`config.mk`:
```
export PLATFORM = sky130hd
export DESIGN_NAME = fp_result_reader
export DESIGN_NICKNAME = d
export VERILOG_FILES = /design/src/rtl/fp_result_reader.sv
export SDC_FILE = /design/constraint.sdc
export NUM_CORES = 1
export LEC_CHECK = 0
export ABC_AREA = 1
export CAP_MARGIN = 30
export CORE_MARGIN = 2
export CORE_UTILIZATION = 45
export CTS_BUF_LIST = sky130_fd_sc_hd__clkbuf_16
export CTS_CLUSTER_DIAMETER = 40
export DETAILED_ROUTE_END_ITERATION = 6
export PLACE_DENSITY = 0.69
export SYNTH_ARGS = -nofsm -noshare
export SYNTH_HDL_FRONTEND = slang
export SYNTH_SLANG_ARGS = --single-unit
```
`constraint.sdc`:
```
create_clock -name clk -period 19.25 [get_ports clk]
set_input_delay 5.775 -clock clk [delete_from_list [all_inputs] [get_ports clk]]
set_output_delay 5.775 -clock clk [all_outputs]
set_load 0.05 [all_outputs]
```
`src/rtl/fp_result_reader.sv`:
```
// ---------------------------------------------------------------------------
// fp_result_reader
//
// Output-end reader of the filter pipeline. Captures one batch of per-lane
// match bitmaps (bit k set = record id k passed every filter stage) and
// serializes every set bit as an id entry on a valid/ready stream. Ids come
// out ascending within a lane and lanes are visited in ascending order. A
// valid lane whose bitmap is all zero produces a single "empty" marker so
// the downstream collector still sees that lane; invalid lanes are skipped.
//
// Ports
//   clk            rising-edge clock
//   rst            asynchronous active-low reset
//   in             INPUTS x BIT_VEC_SIZE lane bitmaps
//   valid_in       per-lane bitmap valid
//   in_ready       block is idle and can capture a batch
//   out_id         emitted record id (0 for an empty marker)
//   out_lane       lane the entry belongs to
//   out_empty      entry is an empty-lane marker
//   out_last_lane  final entry of its lane
//   out_last       final entry of the batch
//   out_valid      entry valid
//   out_ready      downstream accepts the entry
//   batch_cnt      completed batches, wraps at 16 bits
// ---------------------------------------------------------------------------
module fp_result_reader #(
    parameter int INPUTS           = 2,
    parameter int LANE_LOG         = 1,
    parameter int BIT_VEC_SIZE     = 128,
    parameter int BIT_VEC_SIZE_LOG = 7
) (
    input  logic                                 clk,
    input  logic                                 rst,
    input  logic [INPUTS-1:0][BIT_VEC_SIZE-1:0]  in,
    input  logic [INPUTS-1:0]                    valid_in,
    output logic                                 in_ready,
    output logic [BIT_VEC_SIZE_LOG-1:0]          out_id,
    output logic [LANE_LOG-1:0]                  out_lane,
    output logic                                 out_empty,
    output logic                                 out_last_lane,
    output logic                                 out_last,
    output logic                                 out_valid,
    input  logic                                 out_ready,
    output logic [15:0]                          batch_cnt
);

    typedef enum logic {
        IDLE  = 1'b0,
        DRAIN = 1'b1
    } state_t;

    state_t                                r_state;
    logic [INPUTS-1:0][BIT_VEC_SIZE-1:0]   r_buf;
    logic [INPUTS-1:0]                     r_lmask;
    logic [BIT_VEC_SIZE_LOG-1:0]           r_out_id;
    logic [LANE_LOG-1:0]                   r_out_lane;
    logic                                  r_out_empty;
    logic                                  r_out_last_lane;
    logic                                  r_out_last;
    logic                                  r_out_valid;
    logic [15:0]                           r_batch_cnt;

    logic [LANE_LOG-1:0]                   w_cur;
    logic [BIT_VEC_SIZE-1:0]               w_bits;
    logic [BIT_VEC_SIZE-1:0]               w_rem;
    logic [BIT_VEC_SIZE_LOG-1:0]           w_id;
    logic [INPUTS-1:0]                     w_others;
    logic                                  w_empty;
    logic                                  w_last_lane;
    logic                                  w_last;
    logic                                  w_load;
    logic                                  w_capture;

    // Selection of the next entry: lowest pending lane, then the lowest set
    // bit of that lane's remaining bitmap.
    always_comb begin
        // NOTE: every signal gets a default before the loops so no path
        // leaves a value unassigned and no latch is inferred.
        w_cur = '0;
        for (int j = INPUTS - 1; j >= 0; j--) begin
            if (r_lmask[j]) begin
                w_cur = LANE_LOG'(j);
            end
        end

        w_bits = r_buf[w_cur];

        w_id = '0;
        for (int k = BIT_VEC_SIZE - 1; k >= 0; k--) begin
            if (w_bits[k]) begin
                w_id = BIT_VEC_SIZE_LOG'(k);
            end
        end

        // A pending lane whose bitmap is already zero can only be on its first
        // visit: the lane's mask bit clears together with its last set bit.
        w_empty     = (w_bits == '0);
        w_rem       = w_bits & ~(BIT_VEC_SIZE'(1) << w_id);
        w_last_lane = (w_rem == '0);
        w_others    = r_lmask & ~(INPUTS'(1) << w_cur);
        w_last      = w_last_lane && (w_others == '0);
    end

    // The output register takes a new entry whenever it is empty or its
    // current entry is being accepted this cycle.
    assign w_load    = (r_state == DRAIN) && (!r_out_valid || out_ready);
    assign w_capture = (r_state == IDLE) && (|valid_in);

    always_ff @(posedge clk or negedge rst) begin
        if (!rst) begin
            r_state         <= IDLE;
            // NOTE: the capture buffers are cleared with everything else so a
            // reset in the middle of a drain leaves no stale bits behind.
            r_buf           <= '0;
            r_lmask         <= '0;
            r_out_id        <= '0;
            r_out_lane      <= '0;
            r_out_empty     <= 1'b0;
            r_out_last_lane <= 1'b0;
            r_out_last      <= 1'b0;
            r_out_valid     <= 1'b0;
            r_batch_cnt     <= '0;
        end else begin
            // NOTE: non-blocking assignments throughout, so every branch reads
            // the pre-edge state regardless of statement order.
            if (w_load) begin
                r_out_valid     <= 1'b1;
                r_out_id        <= w_id;
                r_out_lane      <= w_cur;
                r_out_empty     <= w_empty;
                r_out_last_lane <= w_last_lane;
                r_out_last      <= w_last;
                r_buf[w_cur]    <= w_rem;
                if (w_last_lane) begin
                    r_lmask[w_cur] <= 1'b0;
                end
                if (w_last) begin
                    r_state     <= IDLE;
                    r_batch_cnt <= r_batch_cnt + 16'd1;
                end
            end else if (out_ready) begin
                r_out_valid <= 1'b0;
            end

            // Only possible in IDLE, so it never collides with a load. The
            // previous batch's final entry may still sit in the output
            // register; the new batch's first load waits for it to transfer.
            if (w_capture) begin
                r_buf   <= in;
                r_lmask <= valid_in;
                r_state <= DRAIN;
            end
        end
    end

    // Held low while reset is asserted, even though the state is already IDLE.
    assign in_ready      = rst && (r_state == IDLE);
    assign out_id        = r_out_id;
    assign out_lane      = r_out_lane;
    assign out_empty     = r_out_empty;
    assign out_last_lane = r_out_last_lane;
    assign out_last      = r_out_last;
    assign out_valid     = r_out_valid;
    assign batch_cnt     = r_batch_cnt;

endmodule

```
Yosys cells after proc, flatten, opt, wreduce, memory -nomap -nowiden
Index checks and enable logic that the tools add are counted.

operators by class
  add/sub/neg operators = 1
  $lt $le $gt $ge = 2
  shift operators = 2
  mux-type cells = 147
  bitwise operators = 7
  reduce and logical (&&, ||, !) cells = 18

operator list
  cell                     count
  $mux W7                  128
  $mux W256                2
  $mux W128                3
  $bwmux W256              1
  $logic_not A128 Y1       2
  $and A128 B128 Y128      1
  $demux W128 S1           1
  $not A128 Y128           1
  $shl A1 B7 Y128 const A  1
  $add A16 B1 Y16 const B  1
  $mux W1                  8
  $reduce_bool A2 Y1       4
  $mux W2                  3
  $reduce_and A2 Y1        3
  $logic_and A1 B1 Y1      5
  $and A2 B2 Y2            2
  $not A2 Y2               2
  $logic_not A2 Y1         1
  $lt A1 B2 Y1 const B     1
  $reduce_or A2 Y1         1
  $shl A1 B1 Y2 const A    1
  $demux W1 S1             1
  $ge A1 B1 Y1 const B     1
  $logic_not A1 Y1         1
  2 further kinds          2

storage, ports and cells
  flip-flop bits (word level) = 287
  input bits = 261
  output and inout bits = 29
  logic and storage cells = 188

Longest topological paths before layout
Gate-level depths: netlist of run 1.

  word-level depth = 140
  gate-level depth with buffers = 146
  depth with buffers taken out = 145

Worst setup path after synthesis of run 1
OpenSTA, ideal clock, no wires.

  path kind = input-to-output
  start point = in rst
  end point = out in_ready
  arrival = 6441 ps
  required time = 13475 ps
  path slack = 7034 ps
  stages = 2
  path buffers = 0
  cells stage by stage = inv_1 nor2_1

between the ends
  word-level cells in the longest chain between the ends = 1

RTL lines
  what                 RTL line  text
  start: declaration   33        input logic rst,
  $logic_and A1 B1 Y1  157       assign in_ready = rst && (r_state == IDLE);
  end: declaration     36        output logic in_ready,

No other way between the ends.

Worst setup path after layout of run 1
Same ends and word-level chain as after synthesis.

==> results of run 1 <==
==> cells in the mapped netlist, types with 10 or more instances <==
| master | n | area (um^2) |
|---|---|---|
| nand2_1 | 832 | 3120 |
| nor2_1 | 333 | 1250 |
| inv_1 | 291 | 1090 |
| dfrtp_1 | 287 | 7180 |
| nand3_1 | 198 | 991 |
| o21ai_0 | 146 | 731 |
| clkbuf_1 | 134 | 503 |
| a31oi_1 | 133 | 832 |
| nand4_1 | 95 | 594 |
| a21oi_1 | 78 | 390 |
| o221ai_1 | 76 | 666 |
| or2_2 | 47 | 294 |
| nand3b_1 | 20 | 150 |
| o211ai_1 | 20 | 150 |
| buf_1 | 15 | 56.3 |
| buf_2 | 15 | 75.1 |
| a21boi_0 | 13 | 97.6 |
| nor2_2 | 10 | 62.6 |
==> report_power, final <==
part           leakage (nW)  internal (mW)  switching (mW)
logic                  6.31          0.547            1.09
clock network         0.817          0.584           0.325
registers              3.45          0.877           0.124
total                  10.6           2.01            1.54
==> per-layer routing <==
metal	wire, um	share of wire	vias to the layer above	GRT usage
li1	-	-	9701	-
met5	0	0	-	0
met2	32500	0.45	1057	0.518
met1	29400	0.41	9484	0.426
met3	6580	0.092	181	0.0640
met4	3200	0.045	0	0.156
==> cell type report <==
class,instances,area [um^2]
fillers,3906,17400
repair buffers,312,3080
inverters,303,1140
clock inverters,39,497
flip-flops and latches,287,7180
well taps,532,666
clock buffers,47,1180
multi-input cells,2055,9820
==> how the worst max path moves through the flow <==
| stage | slack (ps) | cells past startpoint | from | endpoint |
|---|---|---|---|---|
| floorplan | 7030 | 2 | rst | in_ready |
| global placement | 6350 | 4 | rst | in_ready |
| detailed placement | 6350 | 4 | rst | in_ready |
| CTS | 6340 | 4 | rst | in_ready |
| global route | 4920 | 142 | r_lmask[1] | batch_cnt[4] |
| finish | 6350 | 4 | rst | in_ready |
==> logic make-up after synthesis <==
group / after synthesis / synth area share
and+or+nand+nor: 1563 / 0.357
AOI/OAI and AO/OA: 477 / 0.157
buffers and inverters: 469 / 0.0954
DFF: 287 / 0.383
xor gates and xnor gates: 14 / 0.00654
adders and majority gates: 1 / 0.000668
==> registers in the layout (all words and copies together) (netlist names) <==
name,flops
out_id,7
out_last,1
out_lane,1
r_lmask,2
out_valid,1
r_buf,256
batch_cnt,16
r_state,1
out_empty,1
out_last_lane,1
==> critical path: cells and delay by family <==
family                 cells  cell delay [ps]
buffers and inverters      3             1170
AND/OR/NAND/NOR            1              110
==> through the flow <==
step	instances	worst slack (ps)
floorplan	2811	7030
global placement	3489	6350
detailed placement	3489	6350
CTS	3575	6340
global route	3575	4920
finish	3575	6350
==> key figures, run 1 <==
Layout
  – Number of antenna diodes: 0
  – Most frequent cells in the layout: nand2_1, nor2_1, inv_1, clkdlybuf4s50_1, dfrtp_1
  – Final instance area: 23,600 um^2
  – Post-Route Utilization: 0.576
  – Commonest non-fill, non-tap cell in the layout: nand2_1
  – NumNets Final: 3,268
  – Area Growth Syn to Fin: 25.8%
  – Share of post-route cells with drive strength above 1: 0.0631

Placed design
  – DP HPWL: 49,900 um
  – Port bufs: 289
  – Placement-stage cell area: 21,900 um^2
  – Routability Congestion: 0.955

Detailed routing
  – Initial detailed-routing violation count: 2,430
  – Via count: 20,400
  – Drt wl/cell: 20.1 um
  – Post-Route WL: 71,700 um
  – Detailed Routing Iterations Pass 1: 6
  – Vias per inst: 5.71
  – Residual DRC: 0
  – Antenna viol nets, final: 0

Worst setup path
  – RR Startpoint: r_lmask[1]
  – Kind of critical path: in -> out
  – Crit path cell chain: buf_8 -> inv_1 -> nor2_1 -> clkdlybuf4s50_1
  – CP Launch Type: input pin
  – RR Endpoint: batch_cnt[4]
  – Worst EP required: 13,470 ps
  – CP Capture Type: output pin
  – CP arrival: 7120 ps
  – Crit path max fanout: 44
  – Worst Reg-to-Reg Cells: 142
  – Flop2flop setup slack: 6540 ps
  – CP max stage cell: clkdlybuf4s50_1
  – Slowest Stage Delay on Critical Path: 810 ps

Synthesis
  – YS warnings: 0
  – Post-synthesis register bit count: 287
  – Ys async rst share: 1.00
  – Synth Area per Inst: 6.67 um^2
  – Netlist cell types: 38
  – Top FF cell, synth: dfrtp_1
  – Number of enable flip-flop cells after synthesis: 0
  – Synthesized area: 18,700 um^2
  – Mapped Nets: 3,073
  – Seq/Total Area, Yosys: 0.383
  – Cell count after synthesis: 2,811

Global routing
  – Initial antenna violation count: 0
  – Grt total ovfl: 0
  – Number of global-route vias before repair: 20,100
  – Global-route wire length before repair: 111,000 um
  – Gr usage total: 0.325
  – Pin count of the biggest net entering global routing: 145

STA
  – Hold Vio Cnt, Final: 0
  – Hold_ws: 494 ps
  – Min Tclk post-route: 12,900 ps
  – Final setup vio count: 0
  – Post-route clock skew: 32.3 ps
  – Top achievable clock speed: 77.5 MHz
  – Worst-Margin Slew: 1050 ps
  – Worst rel slew slack: 0.301
  – Setup TNS Final: 0 ps
  – Max-slew violation count: 0
  – RSZ-0062 raised after global routing: no
  – Part of the cycle the worst path needs: 0.670

Power and ir drop
  – Power after layout: 3.55 mW
  – Max VDD drop: 0.0687 mV
  – Pwr/cell area: 150 nW/um^2
  – Pleak: 10.6 nW

Hold path
  – Worst hold-check path type: reg -> reg
  – Hold Startpoint: out_empty
  – Hold path cells: 2
  – Hold EP: out_empty

Floorplanning
  – Cell row count: 74
  – Core footprint: 40,900 um^2
  – Die area: 43,300 um^2
  – Die X: 208 um
  – IO Pins: 290
  – Initial Util: 0.458
  – Die H: 208 um

CTS
  – Hold_buf cts: 0
  – Postcts setup bufs: 0
  – CTS Buf Count: 47
  – H-tree depth: 2
  – Clock Tree Buf Depth: 3
  – Skew-Pair Late Insertion Delay: 590 ps
  – CTS root buf: clkbuf_16
  – CTS tree: built
  – Clock Pin Slew Worst Setup and Hold Paths: 50 ps
  – Sink Count: 287
  – Post-cts resize count: 0

Run
  – Total of max-cap violations: 0

Outcome
  – Status: finished, final reports clean
Note: power is estimated with default switching activity, not from simulation.
==> run 2, diff against run 1 <==
==> constraint.sdc (replaced) <==
create_clock -name clk -period 13.15 [get_ports clk]
set_input_delay 3.945 -clock clk [delete_from_list [all_inputs] [get_ports clk]]
set_output_delay 3.945 -clock clk [all_outputs]
set_load 0.05 [all_outputs]
==> run 2 against run 1 <==
Die area unchanged. First-iteration DRC count decreased by 2.3%. Non-clock buffer count increased by 9. Critical path depth increased by 134. Global-route usage increased by 1.1 points. Combinational power increased by 48%. Sequential share of layout area decreased by 0.065 points. Core utilization increased by 0.12 points. Hold slack improved by 14 ps. Setup slack got worse by 4700 ps. Largest power group unchanged. Clock skew decreased by 11 ps. Highest routed layer unchanged. Register-to-register slack got worse by 4800 ps.
==> key figures, run 2 (synthesis gave the netlist of run 1 again) <==
Worst setup path
  – RR Endpoint: batch_cnt[10] (was batch_cnt[4])
  – CP max stage cell: nor2_2 (was clkdlybuf4s50_1)
  – Worst EP required: 13,600 ps (was 13,470 ps)
  – CP Capture Type: flop (was output pin)
  – Slowest Stage Delay on Critical Path: 750 ps (was 810 ps)
  – Kind of critical path: reg -> reg (was in -> out)
  – Worst Reg-to-Reg Cells: 138 (was 142)
  – Flop2flop setup slack: 1690 ps (was 6540 ps)
  – Most used cell, CP: nand2_1
  – Crit path max fanout: 34 (was 44)
  – CP arrival: 11,910 ps (was 7120 ps)
  – RR Startpoint: r_lmask[1] (unchanged)
  – CP Launch Type: flop (was input pin)

CTS
  – CTS Buf Count: 49 (was 47)
  – Clock Pin Slew Worst Setup and Hold Paths: 50 ps (about the same)
  – Hold_buf cts: 0 (unchanged)
  – Post-cts resize count: 0 (unchanged)
  – Postcts setup bufs: 0 (unchanged)
  – Sink Count: 287 (unchanged)
  – CTS tree: built (unchanged)
  – H-tree depth: 2 (unchanged)
  – CTS root buf: clkbuf_16 (unchanged)
  – Clock Tree Buf Depth: 3 (unchanged)
  – Skew-Pair Late Insertion Delay: 590 ps (about the same)

Placed design
  – Port bufs: 289 (unchanged)
  – Placed insts: 3,495 (was 3,489)
  – Placement-stage cell area: 22,000 um^2 (was 21,900 um^2)
  – DP HPWL: 52,500 um (was 49,900 um)
  – Routability Congestion: 0.978 (was 0.955)

STA
  – Min Tclk post-route: 11,460 ps
  – RSZ-0062 raised after global routing: no (unchanged)
  – Hold Vio Cnt, Final: 0 (unchanged)
  – Setup TNS Final: 0 ps (unchanged)
  – Final setup vio count: 0 (unchanged)
  – Max-slew violation count: 0 (unchanged)
  – Post-route clock skew: 21.3 ps (was 32.3 ps)
  – Top achievable clock speed: 87.3 MHz
  – Part of the cycle the worst path needs: 0.871
  – Worst-Margin Slew: 982 ps (was 1050 ps)
  – Worst rel slew slack: 0.345 (was 0.301)

Floorplanning
  – Die area: 43,300 um^2 (unchanged)
  – Die H: 208 um (unchanged)
  – IO Pins: 290 (unchanged)
  – Core footprint: 40,900 um^2 (unchanged)
  – Die X: 208 um (unchanged)
  – Initial Util: 0.458 (unchanged)
  – Cell row count: 74 (unchanged)

Hold path
  – Hold EP: r_buf[58] (was out_empty)
  – Hold Startpoint: r_buf[58] (was out_empty)
  – Hold path cells: 2 (unchanged)
  – Worst hold-check path type: reg -> reg (unchanged)

Detailed routing
  – Antenna viol nets, final: 0 (unchanged)
  – Vias per inst: 5.78 (was 5.71)
  – Post-Route WL: 73,600 um (was 71,700 um)
  – Residual DRC: 0 (unchanged)
  – Initial detailed-routing violation count: 2,373 (was 2,430)
  – Drt wl/cell: 20.5 um (was 20.1 um)
  – Via count: 20,700 (was 20,400)
  – Detailed Routing Iterations Pass 1: 7 (was 6)

Outcome
  – Status: finished, final reports clean (unchanged)

Global routing
  – Initial antenna violation count: 0 (unchanged)
  – Gr usage total: 0.337 (was 0.325)
  – Grt total ovfl: 0 (unchanged)
  – Pin count of the biggest net entering global routing: 98 (was 145)
  – Number of global-route vias before repair: 20,400 (was 20,100)
  – Global-route wire length before repair: 115,000 um (was 111,000 um)

Power and ir drop
  – Max VDD drop: 0.0792 mV (was 0.0687 mV)
  – Pwr/cell area: 218 nW/um^2 (was 150 nW/um^2)
  – Power after layout: 5.15 mW (was 3.55 mW)
  – Pleak: 10.6 nW (about the same)

Layout
  – Final instance area: 23,600 um^2 (about the same)
  – NumNets Final: 3,279 (was 3,268)
  – Top reg by flops: r_buf (unchanged)
  – Max reg flops: 256 (unchanged)
  – Number of antenna diodes: 0 (unchanged)
  – Final non-filler cell total: 3,585 (was 3,575)
  – Most frequent cells in the layout: nand2_1, nor2_1, inv_1, clkdlybuf4s50_1, dfrtp_1 (unchanged)
  – Area Growth Syn to Fin: 26.0% (was 25.8%)
  – Commonest non-fill, non-tap cell in the layout: nand2_1 (unchanged)
  – Share of post-route cells with drive strength above 1: 0.0675 (was 0.0631)

Run
  – Total of max-cap violations: 0 (unchanged)
-- run 2: area by class of cell --
cell class	count	area, um^2
Fill cell	3946	17300
Multi-Input combinational cell	2055	9820
Sequential cell	287	7180
Timing Repair Buffer	321	3230
Clock buffer	49	1230
Inverter	303	1140
Tap cell	532	666
Clock inverter	38	349
-- run 2: power by group --
| group | leakage, nW | internal [mW] | switching, mW | total, mW |
|---|---|---|---|---|
| clock network | 0.755 | 0.750 | 0.495 | 1.25 |
| registers | 3.45 | 1.28 | 0.188 | 1.47 |
| logic | 6.38 | 0.807 | 1.62 | 2.43 |
-- run 2: how the worst max path moves through the flow --
| stage | cells past startpoint | startpoint | to | slack, ps |
|---|---|---|---|---|
| after floorplan | 2 | rst | in_ready | 4590 |
| after global placement | 139 | r_lmask[1] | batch_cnt[8] | 1850 |
| after detailed placement | 139 | r_lmask[1] | batch_cnt[14] | 1960 |
| after CTS | 139 | r_lmask[1] | batch_cnt[10] | 1900 |
| after global routing | 138 | r_lmask[1] | batch_cnt[14] | 130 |
| final | 138 | r_lmask[1] | batch_cnt[10] | 1690 |
-- run 2: stage by stage --
step	setup WS (ps)	hold WS, ps	util
floorplan	4590	473	-
global placement	1850	491	0.535
detailed placement	1960	494	0.537
CTS	1900	507	0.575
global route	127	540	0.577
finish	1690	508	0.577
-- run 2: critical path, delay by kind of cell, from the launching register on --
| kind | cells | cell delay, ps |
|---|---|---|
| AOI/OAI and AO/OA | 1 | 80 |
| buffers and inverters | 2 | 660 |
| DFF | 1 | 450 |
| and+or+nand+nor | 135 | 10100 |
-- run 2: routing by layer --
metal,GRT usage,routed length [um],up-vias
li1,-,-,9709
met1,0.442,29500,9571
met2,0.513,32300,1171
met3,0.0723,7390,261
met4,0.196,4520,0
met5,0,0,-
